File: config.mk
export PLATFORM = sky130hd
export DESIGN_NAME = mem_req_arbiter
export DESIGN_NICKNAME = d
export VERILOG_FILES = /design/src/rtl/mem_pkg.sv /design/src/rtl/rr_arb2.sv /design/src/rtl/mem_req_arbiter.sv
export SDC_FILE = /design/constraint.sdc
export NUM_CORES = 1
export LEC_CHECK = 0
export ABC_AREA = 0
export CORE_MARGIN = 2
export CORE_UTILIZATION = 40
export DETAILED_ROUTE_END_ITERATION = 7
export GPL_TIMING_DRIVEN = 0
export PLACE_DENSITY = 0.8
export RECOVER_POWER = 50
export SETUP_SLACK_MARGIN = 0.1
export SLEW_MARGIN = 10
export SYNTH_ARGS = -nofsm -noshare
export SYNTH_HDL_FRONTEND = slang
export SYNTH_SLANG_ARGS = --single-unit
File: constraint.sdc
create_clock -name HCLK -period 2.4 [get_ports HCLK]
set_input_delay 0.6 -clock HCLK [delete_from_list [all_inputs] [get_ports HCLK]]
set_output_delay 0.6 -clock HCLK [all_outputs]
set_load 0.005 [all_outputs]
File: src/rtl/mem_pkg.sv
// Shared constants and FSM encoding for the memory request arbiter.
package mem_pkg;

    localparam int ADDR_W_DEF  = 32;
    localparam int DATA_W_DEF  = 32;
    localparam int TIMEOUT_DEF = 255;

    // Request vector bit positions used by the arbiter and the top.
    localparam int REQ_LD = 0;
    localparam int REQ_ST = 1;

    typedef enum logic [1:0] {
        ST_IDLE = 2'd0,
        ST_WAIT = 2'd1,
        ST_RESP = 2'd2
    } arb_state_t;

    function automatic int cnt_width(input int max_val);
        return (max_val < 2) ? 1 : $clog2(max_val + 1);
    endfunction

endpackage

File: src/rtl/rr_arb2.sv
// Two-way round-robin arbiter: when both requesters are active, the one that
// did not win last time is granted. Grant is combinational and one-hot.
module rr_arb2 (
    input  logic       i_clk,
    input  logic       i_rst_n,
    input  logic [1:0] i_req,
    input  logic       i_update,
    output logic [1:0] o_gnt
);

    // 1 = store won last, so load is preferred; reset value makes load win first.
    logic r_last_st;

    always_ff @(posedge i_clk or negedge i_rst_n) begin
        if (!i_rst_n) begin
            r_last_st <= 1'b1;
        end else if (i_update && (|o_gnt)) begin
            r_last_st <= o_gnt[1];
        end
    end

    always_comb begin
        o_gnt = i_req;
        if (&i_req) begin
            o_gnt = r_last_st ? 2'b01 : 2'b10;
        end
    end

endmodule

File: src/rtl/mem_req_arbiter.sv
// Arbitrates a load and a store requester onto a single-outstanding bridge,
// with a WAIT-cycle timeout that aborts the transaction and flags xfer_err.
module mem_req_arbiter
    import mem_pkg::*;
#(
    parameter int ADDR_W  = ADDR_W_DEF,
    parameter int DATA_W  = DATA_W_DEF,
    parameter int TIMEOUT = TIMEOUT_DEF
) (
    input  logic              HCLK,
    input  logic              HRESETn,
    input  logic              ld_req,
    input  logic [ADDR_W-1:0] ld_addr,
    output logic              ld_gnt,
    output logic              ld_done,
    output logic [DATA_W-1:0] ld_data,
    input  logic              st_req,
    input  logic [ADDR_W-1:0] st_addr,
    input  logic [DATA_W-1:0] st_data,
    output logic              st_gnt,
    output logic              st_done,
    output logic              xfer_err,
    output logic              br_set_busy,
    output logic [ADDR_W-1:0] br_addr,
    output logic [DATA_W-1:0] br_wdata,
    output logic              br_write,
    input  logic              br_busy,
    input  logic [DATA_W-1:0] br_rdata,
    output logic              arb_busy,
    output arb_state_t        dbg_state
);

    localparam int               CNT_W    = cnt_width(TIMEOUT);
    localparam logic [CNT_W-1:0] CNT_LAST = CNT_W'(TIMEOUT - 1);

    arb_state_t        r_state, w_state;
    logic [CNT_W-1:0]  r_cnt, w_cnt;
    logic              r_is_st, w_is_st;
    logic              r_ld_gnt, w_ld_gnt;
    logic              r_st_gnt, w_st_gnt;
    logic              r_ld_done, w_ld_done;
    logic              r_st_done, w_st_done;
    logic              r_xfer_err, w_xfer_err;
    logic              r_set_busy, w_set_busy;
    logic              r_br_write, w_br_write;
    logic [ADDR_W-1:0] r_br_addr, w_br_addr;
    logic [DATA_W-1:0] r_br_wdata, w_br_wdata;
    logic [DATA_W-1:0] r_ld_data, w_ld_data;
    logic [1:0]        w_req;
    logic [1:0]        w_gnt;
    logic              w_update;

    assign w_req = {st_req, ld_req};

    rr_arb2 u_rr_arb2 (
        .i_clk    (HCLK),
        .i_rst_n  (HRESETn),
        .i_req    (w_req),
        .i_update (w_update),
        .o_gnt    (w_gnt)
    );

    always_ff @(posedge HCLK or negedge HRESETn) begin
        if (!HRESETn) begin
            r_state    <= ST_IDLE;
            r_cnt      <= '0;
            r_is_st    <= 1'b0;
            r_ld_gnt   <= 1'b0;
            r_st_gnt   <= 1'b0;
            r_ld_done  <= 1'b0;
            r_st_done  <= 1'b0;
            r_xfer_err <= 1'b0;
            r_set_busy <= 1'b0;
            r_br_write <= 1'b0;
            r_br_addr  <= '0;
            r_br_wdata <= '0;
            r_ld_data  <= '0;
        end else begin
            r_state    <= w_state;
            r_cnt      <= w_cnt;
            r_is_st    <= w_is_st;
            r_ld_gnt   <= w_ld_gnt;
            r_st_gnt   <= w_st_gnt;
            r_ld_done  <= w_ld_done;
            r_st_done  <= w_st_done;
            r_xfer_err <= w_xfer_err;
            r_set_busy <= w_set_busy;
            r_br_write <= w_br_write;
            r_br_addr  <= w_br_addr;
            r_br_wdata <= w_br_wdata;
            r_ld_data  <= w_ld_data;
        end
    end

    always_comb begin
        w_state    = r_state;
        w_cnt      = r_cnt;
        w_is_st    = r_is_st;
        w_ld_gnt   = 1'b0;
        w_st_gnt   = 1'b0;
        w_ld_done  = 1'b0;
        w_st_done  = 1'b0;
        w_xfer_err = 1'b0;
        w_set_busy = 1'b0;
        w_br_write = r_br_write;
        w_br_addr  = r_br_addr;
        w_br_wdata = r_br_wdata;
        w_ld_data  = r_ld_data;
        w_update   = 1'b0;
        case (r_state)
            ST_IDLE: begin
                if (|w_gnt) begin
                    w_update   = 1'b1;
                    w_state    = ST_WAIT;
                    w_cnt      = '0;
                    w_is_st    = w_gnt[REQ_ST];
                    w_ld_gnt   = w_gnt[REQ_LD];
                    w_st_gnt   = w_gnt[REQ_ST];
                    w_set_busy = 1'b1;
                    w_br_write = w_gnt[REQ_ST];
                    w_br_addr  = w_gnt[REQ_ST] ? st_addr : ld_addr;
                    if (w_gnt[REQ_ST]) begin
                        w_br_wdata = st_data;
                    end
                end
            end
            ST_WAIT: begin
                // br_busy lags br_set_busy by one edge, so the first WAIT cycle (cnt==0) is blind.
                if ((r_cnt != '0) && !br_busy) begin
                    w_state   = ST_RESP;
                    w_ld_done = !r_is_st;
                    w_st_done = r_is_st;
                    if (!r_is_st) begin
                        w_ld_data = br_rdata;
                    end
                end else if (r_cnt == CNT_LAST) begin
                    w_state    = ST_RESP;
                    w_ld_done  = !r_is_st;
                    w_st_done  = r_is_st;
                    w_xfer_err = 1'b1;
                end else begin
                    w_cnt = r_cnt + CNT_W'(1);
                end
            end
            ST_RESP: begin
                w_state = ST_IDLE;
            end
            default: begin
                w_state = ST_IDLE;
            end
        endcase
    end

    assign ld_gnt      = r_ld_gnt;
    assign st_gnt      = r_st_gnt;
    assign ld_done     = r_ld_done;
    assign st_done     = r_st_done;
    assign xfer_err    = r_xfer_err;
    assign ld_data     = r_ld_data;
    assign br_set_busy = r_set_busy;
    assign br_write    = r_br_write;
    assign br_addr     = r_br_addr;
    assign br_wdata    = r_br_wdata;
    assign arb_busy    = (r_state != ST_IDLE);
    assign dbg_state   = r_state;

endmodule
# After elaboration in Yosys (flattened, before gate mapping)
# Cells that the tools add are included.
classes:
  addsub: 1
  n_eq_ne: 6
  mux: 26
  bitwise: 1
  n_reduce_logical: 15
ops:
  columns: ["op", "n"]
  rows:
  - ["2-to-1 mux 32 bit", 1]
  - ["2-to-1 mux 8 bit", 3]
  - ["case mux 8 bit (2 select lines)", 1]
  - ["2-to-1 mux 1 bit", 15]
  - ["2-to-1 mux 2 bit", 5]
  - ["adder 8 x 1 -> 8 bit, second input constant", 1]
  - ["== test 8 bit, second input constant", 1]
  - ["nonzero test 8 bit", 1]
  - ["!= test 2 bit, second input constant", 3]
  - ["AND reduction 2 bit", 3]
  - ["AND reduction 3 bit", 2]
  - ["case mux 2 bit (2 select lines)", 1]
  - ["AND reduction 4 bit", 1]
  - ["nonzero test 2 bit", 2]
  - ["!= test 3 bit, second input constant", 1]
  - ["== test 2 x 1 -> 1 bit, second input constant", 1]
  - ["logical AND 1 bit", 2]
  - ["logical NOT 1 bit", 2]
  - ["logical NOT 2 bit", 1]
  - ["OR reduction 2 bit", 1]
  - ["NOT 1 bit", 1]
word_totals:
  reg_bits: 114
  input_bits: 133
  out_inout_bits: 106
  elab_cells: 62

# Longest topological paths before layout
depth:
  depth_word: 6
  mapped_depth: 7
  ltp_nobuf: 6

# Hierarchy
# A second synthesis with hierarchy kept.
hier_totals:
  cells_unflattened: 361
  area_unflattened_um2: 4699.5
by_module_without_submodules:
  columns: ["mod", "n_inst", "cells_per_inst", "area_each_um2"]
  rows:
  - ["mem_req_arbiter", 1, 355, 4643.2]
  - ["rr_arb2", 1, 6, 56.3]

# Worst setup path before layout
# Ideal clock, no wire load.
synth_path:
  kind: "register to register"
  from: "reg r_cnt[0]"
  to: "reg r_ld_data[10] (netlist: ld_data[10])"
  arrival_time_ns: 1.776
  required_time_ns: 2.272
  setup_slack_ns: 0.497
  path_stages_with_launch: 8
  n_path_buf: 1
  period_less_slack_ns: 1.903
  path_cell_list: "dfrtp_1 inv_1 ha_1 nor4b_2 a21o_1 nor3_2 buf_4 mux2_1"
synth_via:
  elab_chain_cells: 3
synth_rtl:
  columns: ["item", "line_no", "source"]
  rows:
  - ["start, declared", "mem_req_arbiter.sv:37", "logic [CNT_W-1:0] r_cnt, w_cnt;"]
  - ["start signal, assigned", "mem_req_arbiter.sv:80", "r_cnt <= w_cnt;"]
  - ["nonzero test 8 bit", "mem_req_arbiter.sv:129", "if ((r_cnt != '0) && !br_busy) begin"]
  - ["logical AND 1 bit", "mem_req_arbiter.sv:129", null]
  - ["AND reduction 3 bit (no line)", null, null]
  - ["end signal, assigned", "mem_req_arbiter.sv:91", "r_ld_data <= w_ld_data;"]
  - ["end, declared", "mem_req_arbiter.sv:48", "logic [DATA_W-1:0] r_ld_data, w_ld_data;"]
# Every way passes these cells.
# A chain may end at the register's enable or synchronous reset.

# Worst setup path after layout
layout_path:
  from: "reg r_state[0] (netlist: dbg_state[0])"
  to: "out arb_busy"
layout_via:
  elab_chain_cells: 1
layout_rtl:
  columns: ["item", "line_no", "source"]
  rows:
  - ["start, declared", "mem_req_arbiter.sv:36", "arb_state_t r_state, w_state;"]
  - ["start signal, assigned", "mem_req_arbiter.sv:79", "r_state <= w_state;"]
  - ["nonzero test 2 bit", "mem_req_arbiter.sv:164", "assign arb_busy = (r_state != ST_IDLE);"]
  - ["end, declared", "mem_req_arbiter.sv:29", "output logic arb_busy,"]
# Every way passes these cells.

==> results.cfg <==
[run_status]
status = complete, no violations

[worst_setup_path]
cp_slowest_cell = clkdlybuf4s50_1
critPathLaunchType = flip-flop
r2r-end = r_cnt[3]$_DFFE_PN0P_
crit_chain = nor2_1 -> inv_2 -> clkdlybuf4s50_1
end_kind = output port
critical_path_class = reg2out
critical_path_depth = 3
cp_max_fo = 6
rr_worst_depth = 7
cpPeakStageDelay_ps = 460
r2r-start = r_cnt[0]$_DFFE_PN0P_
critPathArrivalTime_ps = 1610
critical_path.endpoint = arb_busy
critical_path.startpoint = dbg_state[0]$_DFFE_PN0P_
required_ps = 1800
cp_top_family = buffers and inverters
reg2reg_slack_ps = 290
crit_buf_inv = 2

[global_routing]
grt_overflow = 0
grt_pass1_wl_mm = 20.9
grt.total_usage = 0.212
grt_start_max_net_pins = 67
antenna_found_initial = 0
grt_pass1_vias = 4154

[route]
wire_per_inst_um = 17.0
drtIter0Drc = 86
route.vias.total = 3809
vias_per_cell = 4.91
ant_nets = 0
dr.pass1.iters = 4
drc = 0
routed_wl_mm = 13.2

[timing]
setup-violations-final = 0
worst_slew_pin_slew_ps = 1280
hold_viol_final = 0
hold_ws_ps = 474
slew_violations = 0
fin_crit_sh = 0.919
finalSetupTns_ps = 0
rsz0062_at_grt = no
layout_min_cycle_time_ps = 2210
fin_skew_ps = 5.52
max-slew-margin-rel = 0.150
max_freq_mhz = 453

[logic_synthesis]
synth_cell_types = 38
synth_top_area_cell = dfrtp_1
synth-main-ff-cell = dfrtp_1
synthesis.instances = 362
synth_top_area_frac = 0.599
ys_warn_count = 0
synthMostInstantiatedCell = dfrtp_1
ys_top_cells_by_count = 113 x dfrtp_1, 64 x mux2_1, 37 x nor2_1
synth_edf_count = 0
synth_seq_area_share = 0.604
synth_area_um2 = 4720
syn_nets = 498
syn_area_per_cell_um2 = 13.1
async_flop_share = 1.00
yosys_register_bits = 114
synthTopCellsByArea = dfrtp_1 60%, mux2_1 15%, mux2i_1 6.8%

[clock_tree]
clock_tree.htree_level_count = 4
holdBufCountCts = 0
worstSkewPairLatency_ps = 400
post_cts.repair.setup_buffers = 0
postCtsResizedCells = 0
clock_tree.buffer_depth = 2
cts_root_buf = clkbuf_16
clk_pin_slew_ps = 50
cts.sinks = 114
cts_made_buffers = 17
cts_tree = yes

[placement]
place_congestion = 0.812
placed_area_um2 = 7310
place_hpwl_mm = 9.98
numPortBuffers = 238

[layout]
nets = 756
syn_to_final_growth_pct = 68.5
drive_above_1_share = 0.0790
final_util = 0.694
num-fill-cells = 827
post-route-cell-area_um2 = 7960
antenna_cells = 0

[worst_hold_path]
hp-class = in2async

[floorplanning]
die_area_um2 = 12700
start_util = 0.412
die_w_um = 113
io_pins = 239
fp.coreArea_um2 = 11500
placementRows = 39
die_y_um = 113

[run]
maxCapViolations = 0

[power]
leakage_nw = 3.43
power.density_nw_per_um2 = 1250
ir_drop_mv = 0.807
-- layout by cell type, fill, tap and decap left out, types with 5 or more instances in the layout --
| cell type | synthesis | final |
|---|---|---|
| mux2i_1 | 32 | 32 |
| a21oi_1 | 34 | 34 |
| nor2_1 | 37 | 37 |
| o21ai_1 | 6 | 6 |
| clkbuf_16 | 0 | 17 |
| buf_2 | 7 | 7 |
| inv_1 | 6 | 6 |
| o31ai_1 | 10 | 10 |
| clkbuf_1 | 7 | 9 |
| clkdlybuf4s50_1 | 0 | 191 |
| mux2_1 | 64 | 64 |
| bufinv_16 | 0 | 5 |
| dlygate4sd3_1 | 0 | 46 |
| dfrtp_1 | 113 | 113 |
-- worst min-delay path by stage --
stage                                        from                        to
final                                     HRESETn  br_wdata[30]$_DFFE_PN0P_
after CTS                                 HRESETn   ld_data[18]$_DFFE_PN0P_
after global placement    ld_data[23]$_DFFE_PN0P_   ld_data[23]$_DFFE_PN0P_
after floorplan                           HRESETn    br_addr[0]$_DFFE_PN0N_
after detailed placement  ld_data[27]$_DFFE_PN0P_   ld_data[27]$_DFFE_PN0P_
after global routing      ld_data[17]$_DFFE_PN0P_   ld_data[17]$_DFFE_PN0P_
-- flip-flops by register name, summed over array words and instances, names as in the netlist --
| register | cells |
|---|---|
| br_addr | 32 |
| br_set_busy | 1 |
| br_wdata | 32 |
| br_write | 1 |
| dbg_state | 2 |
| ld_data | 32 |
| ld_done | 1 |
| ld_gnt | 1 |
| r_cnt | 8 |
| st_done | 1 |
| st_gnt | 1 |
| u_rr_arb2.r_last_st | 1 |
| xfer_err | 1 |
-- layout make-up --
cell class                 count  area (um^2)  area share
buffer                        22          118      0.0148
multi-input combinational    218         1720       0.216
clock inverter                10          179      0.0225
tap                          143          179      0.0225
sequential                   114         2850       0.358
timing repair buffer         239         2400       0.302
clock buffer                  22          474      0.0596
inverter                       8         30.0     0.00377
-- per-stage QoR --
| stage | power, mW | instances | worst slack, ps |
|---|---|---|---|
| final | 9.94 | 776 | 194 |
| after floorplan | 4.83 | 362 | 497 |
| after global routing | 10.5 | 776 | 62.6 |
| after global placement | 7.23 | 743 | -3480 |
| after detailed placement | 7.38 | 744 | -191 |
| after CTS | 10.2 | 776 | 176 |
-- metal layers --
metal,global-route usage,share of wire
met3,0.0653,0.080
met4,0.0699,0.0095
met1,0.242,0.39
met2,0.377,0.52
met5,0,0
-- power breakdown --
group          leakage (nW)  switching (mW)  internal, mW
Sequential             1.35           0.511          2.84
Clock                 0.324           0.840          1.92
Combinational          1.76            1.54          2.29
Total                  3.43            2.89          7.05
-- kinds of logic (layout without fill, tap and decap cells) --
family,Yosys count,count (layout),share of synthesized area
buffers and inverters,30,301,0.0312
AOI/OAI and AO/OA,60,60,0.0755
and+or+nand+nor,59,59,0.0609
DFF,114,114,0.604
muxes,96,96,0.220
adders and majority gates,3,3,0.00795
Power figures use the tool's default switching activity.
